File: src/rtl/vdic_serial_alu.sv
// ---------------------------------------------------------------------------
// vdic_serial_alu
//   Serial-in / serial-out ALU. Requests arrive as 10-bit words (type, 8-bit
//   payload, even parity), MSB first. Up to two DATA words form operands A
//   and B. A CONTROL word carries the command and triggers the calculation.
//   The response is three words (STATUS, result high, result low), shifted
//   out back to back on dout with dout_valid high.
//
// Parameters
//   RSP_DELAY  cycles from sampling the CONTROL parity bit to the first
//              response bit (1..15)
//
// Ports
//   clk         clock, all state changes on posedge
//   rst_n       asynchronous active-low reset
//   enable_n    active-low frame enable; din is sampled only while low
//   din         serial request bit
//   dout        serial response bit (registered)
//   dout_valid  high while dout carries a response bit (registered)
// ---------------------------------------------------------------------------
module vdic_serial_alu #(
  parameter int unsigned RSP_DELAY = 1
) (
  input  logic clk,
  input  logic rst_n,
  input  logic enable_n,
  input  logic din,
  output logic dout,
  output logic dout_valid
);

  localparam logic [7:0] CMD_ADD     = 8'h10;
  localparam logic [7:0] CMD_AND     = 8'h01;
  localparam logic [7:0] ST_PARITY   = 8'h20;
  localparam logic [7:0] ST_OPERAND  = 8'h40;
  localparam logic [7:0] ST_COMMAND  = 8'h80;
  localparam logic [6:0] DLY         = 7'(RSP_DELAY);
  // TX cycle counter value on which the edge after the last response bit falls
  localparam logic [5:0] CNT_LAST    = 6'(RSP_DELAY + 28);

  typedef enum logic [1:0] {
    S_RX,
    S_CALC,
    S_TX
  } state_t;

  state_t      state_q, state_d;
  logic [8:0]  sh_q, sh_d;
  logic [3:0]  bitcnt_q, bitcnt_d;
  logic [7:0]  opa_q, opa_d;
  logic [7:0]  opb_q, opb_d;
  logic [1:0]  nops_q, nops_d;
  logic        perr_q, perr_d;
  logic        operr_q, operr_d;
  logic [7:0]  cmd_q, cmd_d;
  logic [29:0] frame_q, frame_d;
  logic [5:0]  cnt_q, cnt_d;
  logic        dout_q, dout_d;
  logic        dval_q, dval_d;

  logic [9:0]  word_c;
  logic        word_done;
  logic        tx_emit;
  logic [7:0]  status_c;
  logic [15:0] result_c;
  logic [29:0] frame_c;

  function automatic logic [9:0] mk_word(input logic typ, input logic [7:0] pl);
    return {typ, pl, ^{typ, pl}};
  endfunction

  assign word_c    = {sh_q, din};
  assign word_done = (state_q == S_RX) && !enable_n && (bitcnt_q == 4'd9);
  // TX cycle k (counted from the parity edge) is cnt_q+2; emit for
  // k in [RSP_DELAY, RSP_DELAY+29]
  assign tx_emit   = (({1'b0, cnt_q} + 7'd2) >= DLY) && (cnt_q != CNT_LAST);

  // Result and status, evaluated from the collected transaction context
  always_comb begin
    status_c = '0;
    result_c = '0;
    if (perr_q) begin
      status_c = ST_PARITY;
    end else if (operr_q || (nops_q != 2'd2)) begin
      status_c = ST_OPERAND;
    end else if (cmd_q == CMD_ADD) begin
      result_c = {7'd0, {1'b0, opa_q} + {1'b0, opb_q}};
    end else if (cmd_q == CMD_AND) begin
      result_c = {8'd0, opa_q & opb_q};
    end else begin
      status_c = ST_COMMAND;
    end
  end

  assign frame_c = {mk_word(1'b1, status_c),
                    mk_word(1'b0, result_c[15:8]),
                    mk_word(1'b0, result_c[7:0])};

  // State register
  always_ff @(posedge clk or negedge rst_n) begin
    if (!rst_n) state_q <= S_RX;
    else        state_q <= state_d;
  end

  // Next-state logic
  always_comb begin
    state_d = state_q;
    unique case (state_q)
      S_RX:    if (word_done && word_c[9]) state_d = S_CALC;
      S_CALC:  state_d = S_TX;
      S_TX:    if (cnt_q == CNT_LAST) state_d = S_RX;
      default: state_d = S_RX;
    endcase
  end

  // Output logic (registered below)
  always_comb begin
    dout_d = 1'b0;
    dval_d = 1'b0;
    unique case (state_q)
      S_CALC: begin
        // with the minimum delay the first bit leaves on the CALC->TX edge
        if (DLY == 7'd1) begin
          dout_d = frame_c[29];
          dval_d = 1'b1;
        end
      end
      S_TX: begin
        if (tx_emit) begin
          dout_d = frame_q[29];
          dval_d = 1'b1;
        end
      end
      default: ;
    endcase
  end

  // Datapath next-state
  always_comb begin
    sh_d     = sh_q;
    bitcnt_d = bitcnt_q;
    opa_d    = opa_q;
    opb_d    = opb_q;
    nops_d   = nops_q;
    perr_d   = perr_q;
    operr_d  = operr_q;
    cmd_d    = cmd_q;
    frame_d  = frame_q;
    cnt_d    = cnt_q;
    unique case (state_q)
      S_RX: begin
        cnt_d = '0;
        if (enable_n) begin
          // partial word dropped; closed operands stay
          bitcnt_d = '0;
        end else begin
          sh_d = word_c[8:0];
          if (bitcnt_q == 4'd9) begin
            bitcnt_d = '0;
            if (^word_c) perr_d = 1'b1;
            if (word_c[9]) begin
              cmd_d = word_c[8:1];
            end else if (nops_q == 2'd0) begin
              opa_d  = word_c[8:1];
              nops_d = 2'd1;
            end else if (nops_q == 2'd1) begin
              opb_d  = word_c[8:1];
              nops_d = 2'd2;
            end else begin
              operr_d = 1'b1;
            end
          end else begin
            bitcnt_d = bitcnt_q + 4'd1;
          end
        end
      end
      S_CALC: begin
        // context is consumed here and inputs are ignored through TX, so
        // clearing now leaves RX clean when TX ends
        nops_d   = '0;
        perr_d   = 1'b0;
        operr_d  = 1'b0;
        bitcnt_d = '0;
        cnt_d    = '0;
        frame_d  = (DLY == 7'd1) ? {frame_c[28:0], 1'b0} : frame_c;
      end
      S_TX: begin
        cnt_d = cnt_q + 6'd1;
        if (tx_emit) frame_d = {frame_q[28:0], 1'b0};
      end
      default: ;
    endcase
  end

  always_ff @(posedge clk or negedge rst_n) begin
    if (!rst_n) begin
      sh_q     <= '0;
      bitcnt_q <= '0;
      opa_q    <= '0;
      opb_q    <= '0;
      nops_q   <= '0;
      perr_q   <= 1'b0;
      operr_q  <= 1'b0;
      cmd_q    <= '0;
      frame_q  <= '0;
      cnt_q    <= '0;
      dout_q   <= 1'b0;
      dval_q   <= 1'b0;
    end else begin
      sh_q     <= sh_d;
      bitcnt_q <= bitcnt_d;
      opa_q    <= opa_d;
      opb_q    <= opb_d;
      nops_q   <= nops_d;
      perr_q   <= perr_d;
      operr_q  <= operr_d;
      cmd_q    <= cmd_d;
      frame_q  <= frame_d;
      cnt_q    <= cnt_d;
      dout_q   <= dout_d;
      dval_q   <= dval_d;
    end
  end

  assign dout       = dout_q;
  assign dout_valid = dval_q;

endmodule

File: config.mk
export PLATFORM = sky130hd
export DESIGN_NAME = vdic_serial_alu
export DESIGN_NICKNAME = d
export VERILOG_FILES = /design/src/rtl/vdic_serial_alu.sv
export SDC_FILE = /design/constraint.sdc
export NUM_CORES = 1
export LEC_CHECK = 0
export BUFFER_PORTS_ARGS = -buffer_cell sky130_fd_sc_hd__clkbuf_2
export CORE_ASPECT_RATIO = 0.5
export CORE_MARGIN = 3
export CORE_UTILIZATION = 57
export CTS_CLUSTER_SIZE = 12
export DETAILED_ROUTE_END_ITERATION = 10
export GPL_TIMING_DRIVEN = 0
export PLACE_DENSITY = 0.75
export SLEW_MARGIN = 0
export SYNTH_ARGS = -nofsm -noshare
export SYNTH_HDL_FRONTEND = slang
export SYNTH_SLANG_ARGS = --single-unit
File: constraint.sdc
create_clock -name clk -period 2.4 [get_ports clk]
set_input_delay 0.48 -clock clk [delete_from_list [all_inputs] [get_ports clk]]
set_output_delay 0.48 -clock clk [all_outputs]
set_load 0.01 [all_outputs]
==> metrics <==
relative slew slack about 65%; top_reg_cell synth dfrtp_1; Post-Route WL around 8500 um; clock power share between 40% and 50%; Seq pwr share between 40 and 50%; Total GRT Usage around 23%; share of cells above drive strength 1 around 16%; post-DP HPWL about 6200 um; Total Power a little under 0.003 W; nets 483; CTS Hold Buffers Added 0; Setup crit start kind register; routed wire length per instance approximately 15 um; Tmin final about 2.4 ns; Cells after DPL about 540; Net Count, Synth 464; vias in the first global route about 3200; fmax roughly 410 MHz; RSZ-0062 raised after global routing yes; worst-skew pair later-pin latency around 0.34 ns; Hold Slack around 0.095 ns; Worst-path clk slew around 0.06 ns; CP Data Required Time approximately 2.7 ns; mean post-synth cell area approximately 9.6 sq um; Non-Filler Instances between 500 and 600; Pint ~0.0022 W; root buf cell clkbuf_16; Slew @ Worst Pin ~0.53 ns; Initial Util a little over 60%; R2R Setup Slk -0.02 ns; Cells after Synth approximately 440; Vias approximately 3200; critical path class register to register; max-cap violations 0; Vias/cell 5.772; Synth-to-Final Area Change 13.41%; max incr delay on CP approximately 0.36 ns; sequential element share of the synthesized area between 40% and 50%; Post-Syn Area 4217 sq um; H-tree levels 3; status complete, but fails checks; worst-path cell chain ha_2 > inv_1 > fa_2 > nor2b_1 > o211ai_1 > a21boi_2 > mux2i_2 > a2111o_1 > a21o_1 > a211o_1 > nand2_1; CTS tree yes; count of final hold-check violations 0; die width about 130 um; # IOs 6; DRT Pass-1 Iters 5; largest net degree at the start of global routing 54; ranking of synthesized cells by area dfrtp_1 47%, nand2_1 8.6%, ha_1 5.3%; P_leak between 2 and 2.5 nW; CTS Sinks 80; aggregate global routing overflow 0; Num CTS Buffers 9; Clock Tree Buf Depth 2; Sw Pwr between 0.0007 and 0.0008 W; core area just under 7000 sq um; maximum vdd drop about 0.38 mV; Starting DRT DRC Count 127; Yosys reg bits 80; Max Fanout on Critical Path 3; Tcrit/Tclk final 100.9%; Die Area 8528 sq um; switch share between 20% and 30%; Final WS setup -0.02239 ns; Synth cell types between 50 and 60; FFs w/ async S/R, synth between 90% and 100%; failing checks setup timing; Synth Warn # 0; combinational power share approximately 6.4%; gpl congestion a little under 0.9; fin. max-slew vios 0; setup violators final 1; CP Data Arrival Time roughly 2.7 ns; CP max-delay cell dfrtp_1; row count 21; worst hold path type input port to async pin; n_diodes 0; cell taking the most area after synthesis dfrtp_1; PwrDens ~610 nW/um^2; pre-CTS WS -0.4261 ns; clock skew around 0.0051 ns; chip height ~67 um; post-route ant nets 0; CP Capture Type register; top-area cell type share of the netlist area a little under half; first-pass GRT wire length 14960 um; Buffers on Ports 5; number of flops mapped to enable cells by yosys 0; DRC viols 0; initial antenna violation count 0
[kinds of logic after synthesis]
kind of cell	share of synthesized area [%]
simple gates	19.38
compound gates	13.56
flops	47.48
buf+inv	2.967
mux	7.329
fa+ha+maj	5.816
xor+xnor	3.472
[cell usage in the layout (no fill, tap or decap), drive strengths merged, types with 8 or more instances in the layout]
| cell | Yosys | routed |
|---|---|---|
| a21oi | 23 | 23 |
| buf | 2 | 9 |
| clkbuf | 18 | 28 |
| dfrtp | 80 | 80 |
| ha | 18 | 18 |
| inv | 11 | 13 |
| mux2 | 23 | 23 |
| nand2 | 97 | 97 |
| nand3 | 8 | 8 |
| nor2 | 25 | 25 |
| nor2b | 8 | 8 |
| nor3 | 10 | 10 |
| o21ai | 36 | 36 |
| xnor2 | 12 | 12 |
[power groups by stage]
stage	registers [W]	clock network, W	logic (W)
floorplan	0.00145	0	0.000126
global placement	0.00146	0	0.000172
detailed placement	0.00146	0	0.000185
CTS	0.00144	0.00130	0.000189
global route	0.00145	0.00136	0.000210
finish	0.00144	0.00127	0.000185
[critical path: cells and delay by family, from the launching register on]
kind | cells | cell delay, ns
DFF | 1 | 0.36
buffers and inverters | 1 | 0.05
muxes | 1 | 0.11
AOI/OAI and AO/OA | 5 | 1.13
adders and majority gates | 2 | 0.55
and+or+nand+nor | 2 | 0.17
[routing by layer]
metal | vias to the layer above | part of all wire (%) | global-route usage (%)
li1 | 1569 | - | -
met1 | 1585 | 48 | 29.52
met2 | 51 | 47 | 36.78
met3 | 10 | 3.6 | 6.085
met4 | 0 | 1.3 | 7.937
met5 | - | 0 | 0
[cell usage after synthesis, drive strengths merged (2+ instances only)]
cell	number
nand2	97
dfrtp	80
o21ai	36
nor2	25
a21oi	23
mux2	23
clkbuf	18
ha	18
xnor2	12
inv	11
nor3	10
nand3	8
nor2b	8
nand2b	6
nor4	6
mux2i	5
o211ai	5
o21a	5
a31oi	4
or3	4
and2	3
a21o	2
a22o	2
buf	2
o31ai	2
xor2	2
[worst paths after layout]
kind / from / to / depth (start not counted)
min in group clk: din / sh_q[0]$_DFFE_PN0P_ / 3
setup reg to reg: opb_q[0]$_DFFE_PN0P_ / frame_q[1]$_DFFE_PN0P_ / 11
max in group asynchronous: rst_n / opa_q[3]$_DFFE_PN0P_ / 2
setup / recovery: opb_q[0]$_DFFE_PN0P_ / frame_q[1]$_DFFE_PN0P_ / 11
hold / removal: rst_n / frame_q[11]$_DFFE_PN0P_ / 1
hold reg to reg: frame_q[15]$_DFFE_PN0P_ / frame_q[16]$_DFFE_PN0P_ / 2
[state kept, by name, summed over array words and instances (netlist names)]
name / flops
operr_q: 1
cnt_q: 6
sh_q: 9
nops_q: 2
state_q: 2
perr_q: 1
dout_valid: 1
frame_q: 29
opa_q: 8
bitcnt_q: 4
dout: 1
cmd_q: 8
opb_q: 8
[per-stage QoR]
step	util [%]	cell area, sq um	TNS, ns
2_1_floorplan	-	4219	0
3_3_place_gp	63.08	4359	-5.983
3_5_place_dp	63.52	4389	-12.50
4_1_cts	68.86	4758	0
5_1_grt	69.20	4782	-0.1593
6_report	69.20	4782	-0.02239
[area by class of cell]
class / instances / area (sq um)
inverters: 11 / 41.29
flip-flops and latches: 80 / 2002
fillers: 508 / 2128
multi-input cells: 330 / 2171
clock buffers: 9 / 225.2
clock inverters: 7 / 56.30
repair buffers: 11 / 92.59
well taps: 92 / 115.1
plain buffers: 17 / 78.83
[what timing repair did]
action	4_1_cts	5_1_grt
endpoints found under the setup margin	57	42
resized for setup	15	9
buffers inserted	4	1
hold endpoints to repair	0	0
pin swaps	4	2
Power figures use the tool's default switching activity.
